==> src/rtl/neuron_pkg.sv <==
// Shared definitions for the neuron MAC sequencer.
//   state_t      : sequencer FSM states
//   acc_width()  : accumulator width that can never wrap for N products
//   saturate()   : clamp an unsigned value to the largest data_w-bit value
//   DEFAULT_*    : default RAM layout (inputs, weights, result address)
package neuron_pkg;

    typedef enum logic [2:0] {
        S_IDLE,
        S_LOAD_X,
        S_LOAD_W,
        S_WRITE,
        S_DONE
    } state_t;

    localparam int DEFAULT_INPUT_BASE  = 0;
    localparam int DEFAULT_WEIGHT_BASE = 4;
    localparam int DEFAULT_OUTPUT_ADDR = 20;

    // Each product is 2*data_w bits; summing n_inputs of them needs
    // clog2(n_inputs) extra bits of headroom.
    function automatic int acc_width(input int data_w, input int n_inputs);
        return 2 * data_w + $clog2(n_inputs);
    endfunction

    // Operates on a 64-bit carrier so it can serve any accumulator up to
    // 64 bits; callers truncate the result back to data_w.
    function automatic logic [63:0] saturate(input logic [63:0] value,
                                             input int          data_w);
        logic [63:0] max_val;
        max_val = (data_w >= 64) ? '1 : ((64'd1 << data_w) - 64'd1);
        return (value > max_val) ? max_val : value;
    endfunction

endpackage

==> src/rtl/neuron_mac_acc.sv <==
// Unsigned multiply-accumulate with saturated view of the running sum.
//   clk, rst : clock, asynchronous active-high reset
//   clear    : zero the accumulator (takes priority over en)
//   en       : add a*b into the accumulator
//   a, b     : unsigned operands
//   acc      : full-width running sum
//   sat      : acc clamped to DATA_W bits
//   ovf      : acc exceeds the largest DATA_W-bit value
module neuron_mac_acc
    import neuron_pkg::*;
#(
    parameter int DATA_W = 8,
    parameter int ACC_W  = 18
) (
    input  logic              clk,
    input  logic              rst,
    input  logic              clear,
    input  logic              en,
    input  logic [DATA_W-1:0] a,
    input  logic [DATA_W-1:0] b,
    output logic [ACC_W-1:0]  acc,
    output logic [DATA_W-1:0] sat,
    output logic              ovf
);

    logic [2*DATA_W-1:0] product;

    // Zero-extend both operands so the product is computed at full width.
    assign product = {{DATA_W{1'b0}}, a} * {{DATA_W{1'b0}}, b};

    // NOTE: registered state is always updated with non-blocking (<=)
    // assignments so every flop samples values from before the edge.
    always_ff @(posedge clk or posedge rst) begin
        if (rst) begin
            acc <= '0;
        end else if (clear) begin
            acc <= '0;
        end else if (en) begin
            acc <= acc + ACC_W'(product);
        end
    end

    assign sat = DATA_W'(saturate(64'(acc), DATA_W));
    // Any set bit above the data width means acc > 2^DATA_W-1.
    assign ovf = |acc[ACC_W-1:DATA_W];

endmodule

==> src/rtl/neuron_mac_sequencer.sv <==
// Neuron evaluation sequencer: bus master of the neuron's dual-port RAM.
// On start, reads N_INPUTS activation/weight pairs, multiply-accumulates
// them, and writes the saturated sum to OUTPUT_ADDR.
//   clk, rst      : clock, asynchronous active-high reset
//   start         : request one evaluation (sampled only in IDLE)
//   busy, done    : run in progress / one-cycle completion pulse
//   result        : last written saturated value
//   overflow      : last run saturated
//   read_address, oe, read_data           : RAM read port
//   write_address, write_data, wre        : RAM write port
module neuron_mac_sequencer
    import neuron_pkg::*;
#(
    parameter int N_INPUTS    = 4,
    parameter int ADDR_W      = 8,
    parameter int DATA_W      = 8,
    parameter int INPUT_BASE  = DEFAULT_INPUT_BASE,
    parameter int WEIGHT_BASE = DEFAULT_WEIGHT_BASE,
    parameter int OUTPUT_ADDR = DEFAULT_OUTPUT_ADDR
) (
    input  logic              clk,
    input  logic              rst,
    input  logic              start,
    output logic              busy,
    output logic              done,
    output logic [DATA_W-1:0] result,
    output logic              overflow,
    output logic [ADDR_W-1:0] read_address,
    output logic              oe,
    input  logic [DATA_W-1:0] read_data,
    output logic [ADDR_W-1:0] write_address,
    output logic [DATA_W-1:0] write_data,
    output logic              wre
);

    localparam int ACC_W = acc_width(DATA_W, N_INPUTS);
    localparam int IDX_W = (N_INPUTS > 1) ? $clog2(N_INPUTS) : 1;

    state_t              state;
    state_t              state_next;
    logic [IDX_W-1:0]    idx;
    logic [DATA_W-1:0]   x_reg;
    logic [ACC_W-1:0]    acc;
    logic [DATA_W-1:0]   acc_sat;
    logic                acc_ovf;
    logic                acc_clear;
    logic                acc_en;
    logic                last_pair;

    assign last_pair = (idx == IDX_W'(N_INPUTS - 1));

    neuron_mac_acc #(
        .DATA_W (DATA_W),
        .ACC_W  (ACC_W)
    ) u_acc (
        .clk   (clk),
        .rst   (rst),
        .clear (acc_clear),
        .en    (acc_en),
        .a     (x_reg),
        .b     (read_data),
        .acc   (acc),
        .sat   (acc_sat),
        .ovf   (acc_ovf)
    );

    always_ff @(posedge clk or posedge rst) begin
        if (rst) begin
            state <= S_IDLE;
        end else begin
            state <= state_next;
        end
    end

    // All RAM-facing outputs decode the registered state only; read_data
    // feeds the accumulator, never an output. Because reset clears state
    // asynchronously, wre drops the moment rst rises.
    always_comb begin
        // NOTE: every signal gets a default first so no path through the
        // case statement leaves one unassigned (which would infer a latch).
        state_next    = state;
        busy          = 1'b0;
        done          = 1'b0;
        oe            = 1'b0;
        wre           = 1'b0;
        read_address  = '0;
        write_address = '0;
        write_data    = '0;
        acc_clear     = 1'b0;
        acc_en        = 1'b0;

        case (state)
            S_IDLE: begin
                if (start) begin
                    acc_clear  = 1'b1;
                    state_next = S_LOAD_X;
                end
            end
            S_LOAD_X: begin
                busy         = 1'b1;
                oe           = 1'b1;
                read_address = ADDR_W'(INPUT_BASE) + ADDR_W'(idx);
                state_next   = S_LOAD_W;
            end
            S_LOAD_W: begin
                busy         = 1'b1;
                oe           = 1'b1;
                read_address = ADDR_W'(WEIGHT_BASE) + ADDR_W'(idx);
                acc_en       = 1'b1;
                state_next   = last_pair ? S_WRITE : S_LOAD_X;
            end
            S_WRITE: begin
                busy          = 1'b1;
                wre           = 1'b1;
                write_address = ADDR_W'(OUTPUT_ADDR);
                write_data    = acc_sat;
                state_next    = S_DONE;
            end
            S_DONE: begin
                done       = 1'b1;
                state_next = S_IDLE;
            end
            default: begin
                state_next = S_IDLE;
            end
        endcase
    end

    always_ff @(posedge clk or posedge rst) begin
        if (rst) begin
            idx      <= '0;
            x_reg    <= '0;
            result   <= '0;
            overflow <= 1'b0;
        end else begin
            case (state)
                S_IDLE: begin
                    if (start) begin
                        idx <= '0;
                    end
                end
                S_LOAD_X: begin
                    x_reg <= read_data;
                end
                S_LOAD_W: begin
                    if (!last_pair) begin
                        idx <= idx + IDX_W'(1);
                    end
                end
                S_WRITE: begin
                    result   <= acc_sat;
                    overflow <= acc_ovf;
                end
                default: ;
            endcase
        end
    end

endmodule
==> config.mk <==
export PLATFORM = sky130hd
export DESIGN_NAME = neuron_mac_sequencer
export DESIGN_NICKNAME = d
export VERILOG_FILES = /design/src/rtl/neuron_pkg.sv /design/src/rtl/neuron_mac_acc.sv /design/src/rtl/neuron_mac_sequencer.sv
export SDC_FILE = /design/constraint.sdc
export NUM_CORES = 1
export LEC_CHECK = 0
export ABC_CLOCK_PERIOD_IN_PS = 8500
export BUFFER_PORTS_ARGS = -buffer_cell sky130_fd_sc_hd__buf_2
export CAP_MARGIN = 40
export CORE_ASPECT_RATIO = 0.75
export CORE_UTILIZATION = 65
export DETAILED_ROUTE_END_ITERATION = 12
export PLACE_DENSITY = 0.93
export SETUP_SLACK_MARGIN = 0.02
export SLEW_MARGIN = 10
export SYNTH_ARGS = -nofsm -noshare
export SYNTH_HDL_FRONTEND = slang
export SYNTH_SLANG_ARGS = --single-unit
export TNS_END_PERCENT = 50
==> constraint.sdc <==
create_clock -name clk -period 8.5 [get_ports clk]
set_input_delay 1.275 -clock clk [delete_from_list [all_inputs] [get_ports clk]]
set_output_delay 1.275 -clock clk [all_outputs]
set_load 0.005 [all_outputs]
==> key figures <==
Timing
  – Hold_ws: 0.476 ns
  – Clk_skew: approximately 0.011 ns
  – Slew headroom: 42.2%
  – Fmax: 189 MHz
  – RSZ-0062 raised after global routing: no
  – Fin crit share: 62.1%
  – Setup violators final: 0
  – Slew Viols, Final: 0
  – Min cycle time layout: 5.28 ns
  – Worst-Margin Slew: 0.855 ns
  – Fin. Hold Viols: 0
  – Final TNS setup: 0 ns

Critical path
  – CP Capture Type: flop
  – Critical Path RT: ~8.7 ns
  – Worst-path cell chain: buf_2, nand2_1, fa_1, fa_1, inv_1, fa_1, inv_1, fa_1, inv_1, ha_1, a21o_1, a21oi_2, nand2_1, a21o_1, a211oi_2, mux2i_1, nand3_1
  – Worst Path Buf+Inv: 4
  – CP max FO: 9
  – CP Class: input port to flop
  – Worst path top cell family by delay: adder cells
  – Largest stage delay on the critical path: 0.56 ns
  – Worst setup SP type: input port
  – CP most frequent cell: fa_1
  – Crit path DAT: ~5.5 ns
  – Worst path slowest cell: fa_1

Outcome
  – Status: finished, final reports clean

Placement
  – DP Area: 4530 um2
  – DP HPWL: 7440 um
  – Port bufs: 36
  – Final Wtd Congestion: 0.861

Flow run
  – Total of max-cap violations: 0

Global routing
  – Gr ovfl total: 0
  – Vias in the first global route: around 3,600
  – Initial antenna violation count: 0
  – Total global-route track usage: between 30% and 40%
  – Global-route wire length before repair: 15,800 um
  – Largest net degree at the start of global routing: 41

Synthesis
  – Seq/Total Area, Yosys: a little under a quarter
  – Cell variety after synth: 44
  – Syn Std Cell Area: 4330 um2
  – YS warnings: 0
  – Mapped Cells: 459
  – Synthesized flop and latch total: 40
  – Post-synth top flop: dfrtp_1
  – Post-synth EDFFs: 0
  – Avg Inst Size Synth: 9.43 um2
  – Ys async rst share: 100%

Clock network
  – Clock Tree Root: clkbuf_8
  – Postcts setup bufs: 0
  – Clk sink count: 40
  – Hold_buf cts: 0
  – CTS resizes: 0
  – Clock transition at path regs: 0.09 ns
  – Worst-Skew Late Latency: 0.31 ns
  – Clock Path Buffers: 2
  – CTS tree: built
  – H-tree levels: 2
  – Num CTS Buffers: 5

Detailed routing
  – Via count: ~3,300
  – Total wire length: 9400 um
  – Iter 0 DRT Violations: 185
  – Via density: 5.70
  – Pre-antenna DRT Iters: 4
  – Post-DRT Antenna Nets: 0
  – Post-route DRC: 0
  – Drt wl/cell: 16.4 um

Die
  – Die Span Y: around 73 um
  – Core area: between 6000 and 7000 um2
  – I/O pins: 48
  – Die span in x: 96.2 um
  – Initial core utilization: 67.8%
  – Die ar.: approximately 7000 um2
  – # rows: 25

Layout
  – Layout cell share with drive strength beyond 1: about an eighth
  – Post-route core utilization: 72.8%
  – Synthesis-to-layout area growth: 7.34%
  – Most frequent cells in the layout: 103 x inv_1, 50 x fa_1, 43 x nand2_1
  – Largest register FFs: 18
  – Most common cell after layout, fill and taps aside: inv_1
  – Final net count: 594
  – Final Instance Area: ~4600 um2
  – N_diodes: 0

Hold path
  – Worst min path class: flop to flop
-- cell families after synthesis --
group                    count (synthesis)  share of synthesized area [%]
flip-flops                              40                           23.1
AO/OA/AOI/OAI                           77                           13.0
adder cells (fa/ha/maj)                 91                           35.0
XOR/XNOR                                11                           2.23
buffers and inverters                  126                           12.1
AND/OR/NAND/NOR                        103                           12.0
other                                    1                         0.0866
multiplexers                            10                           2.57
-- final timing paths --
| check | slack (ns) | startpoint | cells past startpoint | to |
|---|---|---|---|---|
| max | 3.22 | read_data[7] | 17 | u_acc.acc[15] |
| min | 0.48 | result[6] | 1 | result[6] |
| max reg2reg | 3.75 | x_reg[0] | 16 | u_acc.acc[15] |
| min reg2reg | 0.48 | result[6] | 1 | result[6] |
| max in group asynchronous | 7.02 | rst | 3 | u_acc.acc[14] |
| min in group asynchronous | 1.12 | rst | 3 | u_acc.acc[8] |
-- metal layers --
layer	global-route usage, %	share of wire [%]
met1	37.2	39
met2	53.5	51
met3	5.10	5.8
met4	13.6	3.6
met5	0	0
-- area by class of cell --
| class | count | area [um2] |
|---|---|---|
| clock buffers | 5 | 68.8 |
| clock inverters | 3 | 46.3 |
| fillers | 458 | 1740 |
| inverters | 104 | 390 |
| multi-input cells | 303 | 2840 |
| flip-flops and latches | 40 | 1000 |
| well taps | 81 | 101 |
| repair buffers | 38 | 195 |
-- through the flow --
step	setup slack (ns)	cells
after global placement	3.04	566
after CTS	3.23	574
after global routing	2.99	574
final	3.22	574
after floorplan	3.21	469
after detailed placement	2.91	566
-- cell usage after synthesis (8+ instances only) --
cell,count,area [um2]
inv_1,103,387
fa_1,50,1000
nand2_1,43,161
ha_1,41,513
dfrtp_1,40,1000
and2_1,36,225
a21o_1,28,210
buf_4,13,97.6
mux2_2,9,101
o21ai_0,9,45.0
a21oi_1,8,40.0
clkbuf_1,8,30.0
-- worst reg2reg max path: stages (launching register included) --
cell      delay (ns)
dfrtp_1         0.55
nand2_1         0.14
fa_1            0.52
fa_1            0.56
inv_1           0.06
fa_1            0.53
inv_1           0.05
fa_1            0.53
inv_1           0.04
ha_1            0.37
a21o_1          0.22
a21oi_2         0.19
nand2_1         0.11
a21o_1          0.23
a211oi_2        0.23
mux2i_1         0.21
nand3_1         0.09
Power is not shown: default switching activity piles up to over one toggle a cycle in this logic, so the estimate is an artifact.
